<file path="src/rtl/seg7_scroll_driver.sv">
// Multiplexed common-anode 7-segment driver showing a rotating DIGITS-wide
// window of a hex message buffer, with per-slot anode blanking.
module seg7_scroll_driver #(
  parameter int unsigned DIGITS         = 4,
  parameter int unsigned MSG_LEN        = 16,
  parameter int unsigned REFRESH_DIV    = 16384,
  parameter int unsigned BLANK          = 1024,
  parameter int unsigned SHIFT_FRAMES   = 64,
  parameter int unsigned SEG_ACTIVE_LOW = 1,
  localparam int unsigned AW = (MSG_LEN > 1) ? $clog2(MSG_LEN) : 1
) (
  input  logic              clk,
  input  logic              reset_n,
  input  logic              wr_en,
  input  logic [AW-1:0]     wr_addr,
  input  logic [3:0]        wr_data,
  input  logic              rot_en,
  input  logic              rot_dir,
  input  logic              offset_clr,
  output logic [DIGITS-1:0] an,
  output logic [6:0]        seg,
  output logic              step
);

  localparam int unsigned CW = $clog2(REFRESH_DIV);
  localparam int unsigned KW = (DIGITS > 1) ? $clog2(DIGITS) : 1;
  localparam int unsigned FW = (SHIFT_FRAMES > 1) ? $clog2(SHIFT_FRAMES) : 1;
  localparam int unsigned IW = AW + 1;

  logic [CW-1:0]     cnt_q, cnt_d;
  logic [KW-1:0]     k_q, k_d;
  logic [FW-1:0]     fcnt_q, fcnt_d;
  logic [AW-1:0]     off_q, off_d;
  logic [3:0]        ch_q, ch_d;
  logic [3:0]        buf_q [MSG_LEN];
  logic [3:0]        buf_d [MSG_LEN];
  logic [DIGITS-1:0] an_q, an_d;
  logic [6:0]        seg_q, seg_d;
  logic              step_q, step_d;

  logic          last_cnt, last_k, frame_end, wr_ok;
  logic [IW-1:0] idx_sum;
  logic [AW-1:0] rd_idx;
  logic [6:0]    dec;

  function automatic logic [6:0] hex_to_seg(input logic [3:0] h);
    logic [6:0] s;
    case (h)
      4'h0: s = 7'b0000001;
      4'h1: s = 7'b1001111;
      4'h2: s = 7'b0010010;
      4'h3: s = 7'b0000110;
      4'h4: s = 7'b1001100;
      4'h5: s = 7'b0100100;
      4'h6: s = 7'b0100000;
      4'h7: s = 7'b0001111;
      4'h8: s = 7'b0000000;
      4'h9: s = 7'b0000100;
      4'hA: s = 7'b0001000;
      4'hB: s = 7'b1100000;
      4'hC: s = 7'b0110001;
      4'hD: s = 7'b1000010;
      4'hE: s = 7'b0110000;
      default: s = 7'b0111000;
    endcase
    return s;
  endfunction

  // Scan counters, character latch, buffer writes and rotation
  always_comb begin
    last_cnt  = (cnt_q == CW'(REFRESH_DIV - 1));
    last_k    = (k_q == KW'(DIGITS - 1));
    frame_end = last_cnt && last_k;

    cnt_d = cnt_q + CW'(1);
    k_d   = k_q;
    if (last_cnt) begin
      cnt_d = '0;
      k_d   = last_k ? '0 : k_q + KW'(1);
    end

    // offset+k < 2*MSG_LEN, so one conditional subtract wraps it
    idx_sum = IW'(off_q) + IW'(k_q);
    if (idx_sum >= IW'(MSG_LEN)) idx_sum = idx_sum - IW'(MSG_LEN);
    rd_idx = AW'(idx_sum);
    ch_d   = (cnt_q == '0) ? buf_q[rd_idx] : ch_q;

    wr_ok = wr_en && (IW'(wr_addr) < IW'(MSG_LEN));
    for (int i = 0; i < MSG_LEN; i++) begin
      buf_d[i] = buf_q[i];
      if (wr_ok && (wr_addr == AW'(i))) buf_d[i] = wr_data;
    end

    off_d  = off_q;
    fcnt_d = fcnt_q;
    step_d = 1'b0;
    if (offset_clr) begin
      off_d  = '0;
      fcnt_d = '0;
    end else if (frame_end && rot_en) begin
      if (fcnt_q < FW'(SHIFT_FRAMES - 1)) begin
        fcnt_d = fcnt_q + FW'(1);
      end else begin
        fcnt_d = '0;
        step_d = 1'b1;
        if (rot_dir) off_d = (off_q == '0) ? AW'(MSG_LEN - 1) : off_q - AW'(1);
        else         off_d = (off_q == AW'(MSG_LEN - 1)) ? '0 : off_q + AW'(1);
      end
    end

    if (cnt_q < CW'(BLANK)) an_d = '1;
    else                    an_d = ~(DIGITS'(1) << (KW'(DIGITS - 1) - k_q));

    dec   = hex_to_seg(ch_q);
    seg_d = (SEG_ACTIVE_LOW != 0) ? dec : ~dec;
  end

  always_ff @(posedge clk or negedge reset_n) begin
    if (!reset_n) begin
      cnt_q  <= '0;
      k_q    <= '0;
      fcnt_q <= '0;
      off_q  <= '0;
      ch_q   <= '0;
      for (int i = 0; i < MSG_LEN; i++) buf_q[i] <= 4'(i);
      an_q   <= '1;
      seg_q  <= (SEG_ACTIVE_LOW != 0) ? 7'h7F : 7'h00;
      step_q <= 1'b0;
    end else begin
      cnt_q  <= cnt_d;
      k_q    <= k_d;
      fcnt_q <= fcnt_d;
      off_q  <= off_d;
      ch_q   <= ch_d;
      for (int i = 0; i < MSG_LEN; i++) buf_q[i] <= buf_d[i];
      an_q   <= an_d;
      seg_q  <= seg_d;
      step_q <= step_d;
    end
  end

  assign an   = an_q;
  assign seg  = seg_q;
  assign step = step_q;

endmodule

</file>
<file path="config.mk">
export PLATFORM = sky130hd
export DESIGN_NAME = seg7_scroll_driver
export DESIGN_NICKNAME = d
export VERILOG_FILES = /design/src/rtl/seg7_scroll_driver.sv
export SDC_FILE = /design/constraint.sdc
export NUM_CORES = 1
export LEC_CHECK = 0
export CAP_MARGIN = 15
export CELL_PAD_IN_SITES_DETAIL_PLACEMENT = 0
export CELL_PAD_IN_SITES_GLOBAL_PLACEMENT = 2
export CORE_UTILIZATION = 35
export CTS_BUF_LIST = sky130_fd_sc_hd__clkbuf_2
export CTS_CLUSTER_DIAMETER = 200
export CTS_CLUSTER_SIZE = 16
export DETAILED_ROUTE_END_ITERATION = 10
export PLACE_DENSITY = 0.77
export SETUP_SLACK_MARGIN = 0.02
export SLEW_MARGIN = 20
export SYNTH_ARGS = -nofsm -noshare
export SYNTH_HDL_FRONTEND = slang
export SYNTH_SLANG_ARGS = --single-unit
</file>
<file path="constraint.sdc">
create_clock -name clk -period 3.49 [get_ports clk]
set_input_delay 0.698 -clock clk [delete_from_list [all_inputs] [get_ports clk]]
set_output_delay 0.698 -clock clk [all_outputs]
set_load 0.02 [all_outputs]
</file>
==> results of run 1 <==
-- power groups by stage --
stage	Clock (mW)	Sequential, mW	Combinational (mW)
floorplan	0	1.54	0.254
global placement	0	1.57	0.340
detailed placement	0	1.58	0.353
CTS	0.649	1.56	0.352
global route	0.689	1.58	0.378
finish	0.628	1.56	0.346
-- registers in the layout, indices dropped and copies added (netlist names) --
name and count:
ch_q 4, off_q 4, buf_q 64, fcnt_q 6, seg 7, cnt_q 14, k_q 2, step 1
an 4
-- placed cells by master, fill, tap and decap left out, drive strengths merged, types with 4 or more instances in the layout --
cell and n:
a21oi 9, a32o 4, and3 8, buf 5, clkbuf 10, clkdlybuf4s50 24, dfrtp 63, dfstp 43
ha 18, inv 16, mux2 68, mux2i 12, mux4 18, nand2 17, nand2b 7, nand3 11
nand4 4, nor2 30, o21ai 7, o221ai 4, or3 5, xnor2 5, xor2 7
-- how the worst max path moves through the flow --
stage                                    start                     to  slack (ns)  cells after the start
final                     off_q[0]$_DFFE_PN0P_    ch_q[1]$_DFFE_PN0N_        0.92                      6
after global routing      off_q[0]$_DFFE_PN0P_    ch_q[1]$_DFFE_PN0N_        0.72                      6
after CTS                 off_q[0]$_DFFE_PN0P_    ch_q[1]$_DFFE_PN0N_        0.87                      6
after detailed placement                 wr_en  buf_q[50]$_DFFE_PN0P_        0.87                      4
after global placement                   wr_en  buf_q[50]$_DFFE_PN0P_        0.91                      4
after floorplan             k_q[0]$_DFFE_PN0N_    ch_q[0]$_DFFE_PN0N_        0.95                      7
-- kinds of logic after synthesis --
kind of cell | after synthesis | share of synthesized area [%]
AOI/OAI and AO/OA | 40 | 5.24
xor gates and xnor gates | 12 | 2.10
adders and majority gates | 19 | 4.58
buffers and inverters | 29 | 2.32
DFF | 106 | 50.6
muxes | 98 | 24.1
and+or+nand+nor | 106 | 11.0
-- layout make-up --
type                            count  area (um^2)
Fill cell                        1374         8780
Sequential cell                   106         2710
Multi-Input combinational cell    275         2520
Timing Repair Buffer               29          290
Tap cell                          184          230
Clock inverter                      6         71.3
Clock buffer                       10         50.0
Inverter                           13         48.8
Antenna cell                        1         2.50
-- layer usage --
metal / wire length (um) / vias to the layer above
met4: 163 / 0
met3: 240 / 11
met5: 0 / -
met1: 5330 / 1711
li1: - / 1539
met2: 5230 / 40
-- stage by stage --
step	instances	hold WS, ns	setup slack [ns]	power [mW]	cell area, um^2
6_report	624	0.0892	0.918	2.53	5920
4_1_cts	623	0.0799	0.867	2.56	5920
5_1_grt	624	0.0909	0.723	2.65	5920
2_1_floorplan	410	0.402	0.948	1.79	5350
3_5_place_dp	607	0.478	0.866	1.93	5800
3_3_place_gp	607	0.462	0.907	1.91	5800
==> run metrics, run 1 <==
Bufs and invs on worst path=1; worst-path fanout max=16; DIE WIDTH=126 um; num rows=44; final antenna-violating net count=0; routed len/inst=17.6 um; largest net degree at the start of global routing=59; clk buf depth=2; area grow syn2layout=10.6%; Total Routing Usage GR=15.2%; clock power share=24.8%; most common cell in the netlist=mux2_2; f_max=389 MHz; proportion of layout cells with a drive suffix above 1=36.4%; unrepaired setup endpoints after global routing=no; Final TNS setup=0 ns; DRC=6; Pre-Repair DR Iteration Count=9; worst path required time=4.05 ns; outcome=complete, but fails checks; Core Area=14700 um^2; Critical Setup Path Class=reg2reg; Die ar.=15800 um^2; period utilization=73.7%; startpoint types=flip-flop; Syn Area/Cell=13.0 um^2; Vias/cell=5.29; Clock Latency Late Sink=0.64 ns; met2 Use GR=24.4%; # Max-Cap Violations=0; Synth area leaders=dfrtp_1 29%, dfstp_2 21%, mux2_2 14%, mux4_2 7.6%, ha_1 4.2%; GR peak layer=met2; Switch Pwr=0.670 mW; worst reg2reg path depth=6; post_cts resized=0; Seq pwr share=61.5%; share of the synthesized area in the top cell type=29.5%; Seq/Total Area, Yosys=50.6%; Starting Density=36.4%; M3 GR Usage=2.59%; Comb power frac=13.7%; final WL=11000 um; Util after Layout=40.3%; Sw Share=26.5%; GRT met1 Usage=20.5%; Die Ht=126 um; Syn Std Cell Area=5350 um^2; Max Clock Skew=0.0491 ns; Top delay family on crit path=multiplexers; final worst path period need=2.57 ns; maximum vdd drop=0.180 mV; Clock Pin Slew Worst Setup and Hold Paths=0.31 ns; Synth Warn #=0; I/O pin cnt=26; post-DP HPWL=7530 um; initial antenna violation count=1; final RePlAce weighted congestion=0.770; violated checks=DRC; routed via count=3301; max incr delay on CP=0.57 ns; worst min path class=in2async; r2r setup slk=0.92 ns; number of flops mapped to enable cells by yosys=0; Critical Path Sink Type=flip-flop; reg2reg start=off_q[0]$_DFFE_PN0P_; CTS tree=done; Async SR Flop Fraction=100%; Worst Tran Pin Value=0.808 ns; final hold viol count=0; Final setup viols=0; vias in the first global route=3539; Final nets=467; I/O Buffers=25; first-pass GRT wire length=18600 um; CTS Buf Count=9; CP cell instances=ha_1 > fa_1 > buf_4 > mux4_2 > mux2i_1 > o221ai_1; setup bufs post-CTS=0; CTS root buf=clkbuf_2; hold buffers post-CTS=0; Syn Nets=443; P_int=1.86 mW; PD cells=428 nW/um^2; DR iter-0 viols=142; Reg2Reg Capture Point=ch_q[1]$_DFFE_PN0N_; slowest CP cell=mux4_2; Synth Instances=410; Slew HR=46.1%; Static Leak=2.40 nW; global route total overflow=0; Slew Viols, Final=0; # clock sinks=106; Synth cell types=54; leading area contributor after synthesis=dfrtp_1; # H-tree levels=3; most frequent cells after synthesis=68 x mux2_2, 63 x dfrtp_1, 43 x dfstp_2; Critical Path AT=3.13 ns; Primary FF master, synth=dfrtp_1; Seq cells post-synth=106
Power figures use the tool's default switching activity.
==> run 2, diff against run 1 <==
- clock period: 3.49 -> 2.5 ns (I/O delays scaled with it)
==> run metrics, run 2 (synthesis results as in run 1) <==
Static Leak=2.48 nW (+3.3%); worst min path class=in2async; non-filler instance count after layout=637 (+2.1%); vias in the first global route=3523 (-0.45%); dpl ws=0.114 ns (-0.752 ns); startpoint types=flip-flop; Critical Setup Path Class=reg2reg; CP cell instances=ha_2 > fa_1 > buf_12 > mux4_2 > mux2i_2 > o221ai_1; max incr delay on CP=0.54 ns (-0.03 ns); maximum vdd drop=0.334 mV (+86%); min setup slack post-route=0.134 ns (-0.784 ns); PD cells=577 nW/um^2 (+35%); Inst Count DP=614 (+1.2%); slowest CP cell=fa_1; Clock Pin Slew Worst Setup and Hold Paths=0.28 ns (-0.03 ns); footprint of the multi-input gates=2530 um^2 (+0.25%); Die Ht=126 um (unchanged); CTS root buf=clkbuf_2; # Max-Cap Violations=0 (unchanged); commonest non-fill, non-tap cells in the layout=68 x mux2_2, 63 x dfrtp_1, 43 x dfstp_2; DR iter-0 viols=174 (+23%); clk buf depth=2 (unchanged); Placed Instance Area=5870 um^2 (+1.3%); Biggest register=buf_q; max FFs per register=64 (unchanged); final WL=10900 um (-0.88%); unrepaired setup endpoints after global routing=no; final antenna-violating net count=0 (unchanged); violated checks=DRC; Total Routing Usage GR=15.0% (-0.26 points); first-pass GRT wire length=18500 um (-0.45%); routed via count=3361 (+1.8%); DIE WIDTH=126 um (unchanged); final worst path period need=2.37 ns (-0.206 ns); post-DP HPWL=7600 um (+0.99%); worst path required time=2.99 ns (-1.06 ns); f_max=423 MHz (+8.7%); I/O pin cnt=26 (unchanged); Final setup viols=0 (unchanged); Critical Path Sink Type=flip-flop; worst-path fanout max=16 (unchanged); initial antenna violation count=0 (-1); Seq pwr share=62.7% (+1.2 points); hold slack=0.350 ns (+0.261 ns); num rows=44 (unchanged); Slew HR=54.2% (+8.0 points); largest net degree at the start of global routing=47 (-20%); Core Area=14700 um^2 (unchanged); routed len/inst=17.1 um (-2.9%); CTS Buf Count=9 (unchanged); Clock Latency Late Sink=0.61 ns (-0.03 ns); period utilization=94.6% (+21 points); Max Clock Skew=0.0322 ns (-0.0168 ns); leading cell type in the layout, fill and taps excluded=mux2_2; Vias/cell=5.28 (-0.26%); Die ar.=15800 um^2 (unchanged); # H-tree levels=3 (unchanged); Critical Path AT=2.86 ns (-0.27 ns); Slew Viols, Final=0 (unchanged); P_int=2.60 mW (+40%); CTS tree=done; proportion of layout cells with a drive suffix above 1=38.9% (+2.4 points); DRC=2 (-4); area grow syn2layout=13.0%; outcome=complete, but fails checks; Starting Density=36.4% (unchanged); clock power share=23.5% (-1.3 points); final RePlAce weighted congestion=0.782 (+1.6%); Util after Layout=41.1% (+0.87 points); Ant. Diodes=0 (-1); Bufs and invs on worst path=1 (unchanged); Top delay family on crit path=adder cells; Final TNS setup=0 ns (unchanged); Worst Tran Pin Value=0.686 ns (-0.123 ns); Switch Pwr=0.885 mW (+32%); # clock sinks=106 (unchanged); Fillers=1385 (+0.80%); Pre-Repair DR Iteration Count=9 (unchanged); Sw Share=25.4% (-1.1 points); Comb power frac=13.8% (about the same); Final nets=481 (+3.0%); final instance area=6050 um^2 (+2.2%); register area=2710 um^2 (unchanged); I/O Buffers=25 (unchanged); global route total overflow=0 (unchanged); final hold viol count=0 (unchanged); total power=3.49 mW (+38%)
==> run 2: cell types whose count changed in the layout (fill, tap and decap cells not counted), sizes merged <==
cell	previous run	this run
diode	1	0
inv	16	15
clkinv	2	1
dlygate4sd3	0	1
buf	5	18
clkbuf	10	12
==> run 2: cell type report <==
cell class / count / area share (%)
Multi-Input combinational cell: 275 / 41.8
Inverter: 13 / 0.807
Sequential cell: 106 / 44.8
Tap cell: 184 / 3.81
Clock inverter: 4 / 0.869
Clock buffer: 12 / 0.993
Timing Repair Buffer: 43 / 6.99
==> run 2: layer usage <==
| layer | track usage, % | vias up | part of all wire, % |
|---|---|---|---|
| met5 | 0 | - | 0 |
| met3 | 3.95 | 10 | 3.6 |
| met2 | 23.4 | 51 | 46 |
| met4 | 4.02 | 0 | 1.1 |
| met1 | 20.5 | 1727 | 49 |
| li1 | - | 1573 | - |
==> run 2: final timing paths <==
kind | startpoint | to | slack [ns] | depth (start not counted)
worst min-delay path | reset_n | cnt_q[0]$_DFF_PN0_ | 0.35 | 2
worst max register to register | off_q[0]$_DFFE_PN0P_ | ch_q[2]$_DFFE_PN0N_ | 0.13 | 6
worst min register to register | cnt_q[0]$_DFF_PN0_ | cnt_q[0]$_DFF_PN0_ | 0.50 | 1
max in group asynchronous | reset_n | buf_q[0]$_DFFE_PN1P_ | 1.38 | 3
worst max-delay path | off_q[0]$_DFFE_PN0P_ | ch_q[2]$_DFFE_PN0N_ | 0.13 | 6
min in group clk | cnt_q[0]$_DFF_PN0_ | cnt_q[0]$_DFF_PN0_ | 0.50 | 1
==> run 2: timing repair <==
item	4_1_cts	5_1_grt
buffers inserted	0	6
endpoints found under the hold margin	23	0
gates resized for setup	0	2
hold buffers	1	0
setup endpoints to repair	0	1
==> run 2: power by group through the flow <==
stage          clock, mW  sequential, mW  combinational (mW)
3_3_place_gp           0            2.21               0.469
3_5_place_dp           0            2.22               0.484
4_1_cts            0.862            2.19               0.486
5_1_grt            0.931            2.22               0.524
2_1_floorplan          0            2.15               0.354
6_report           0.820            2.19               0.480
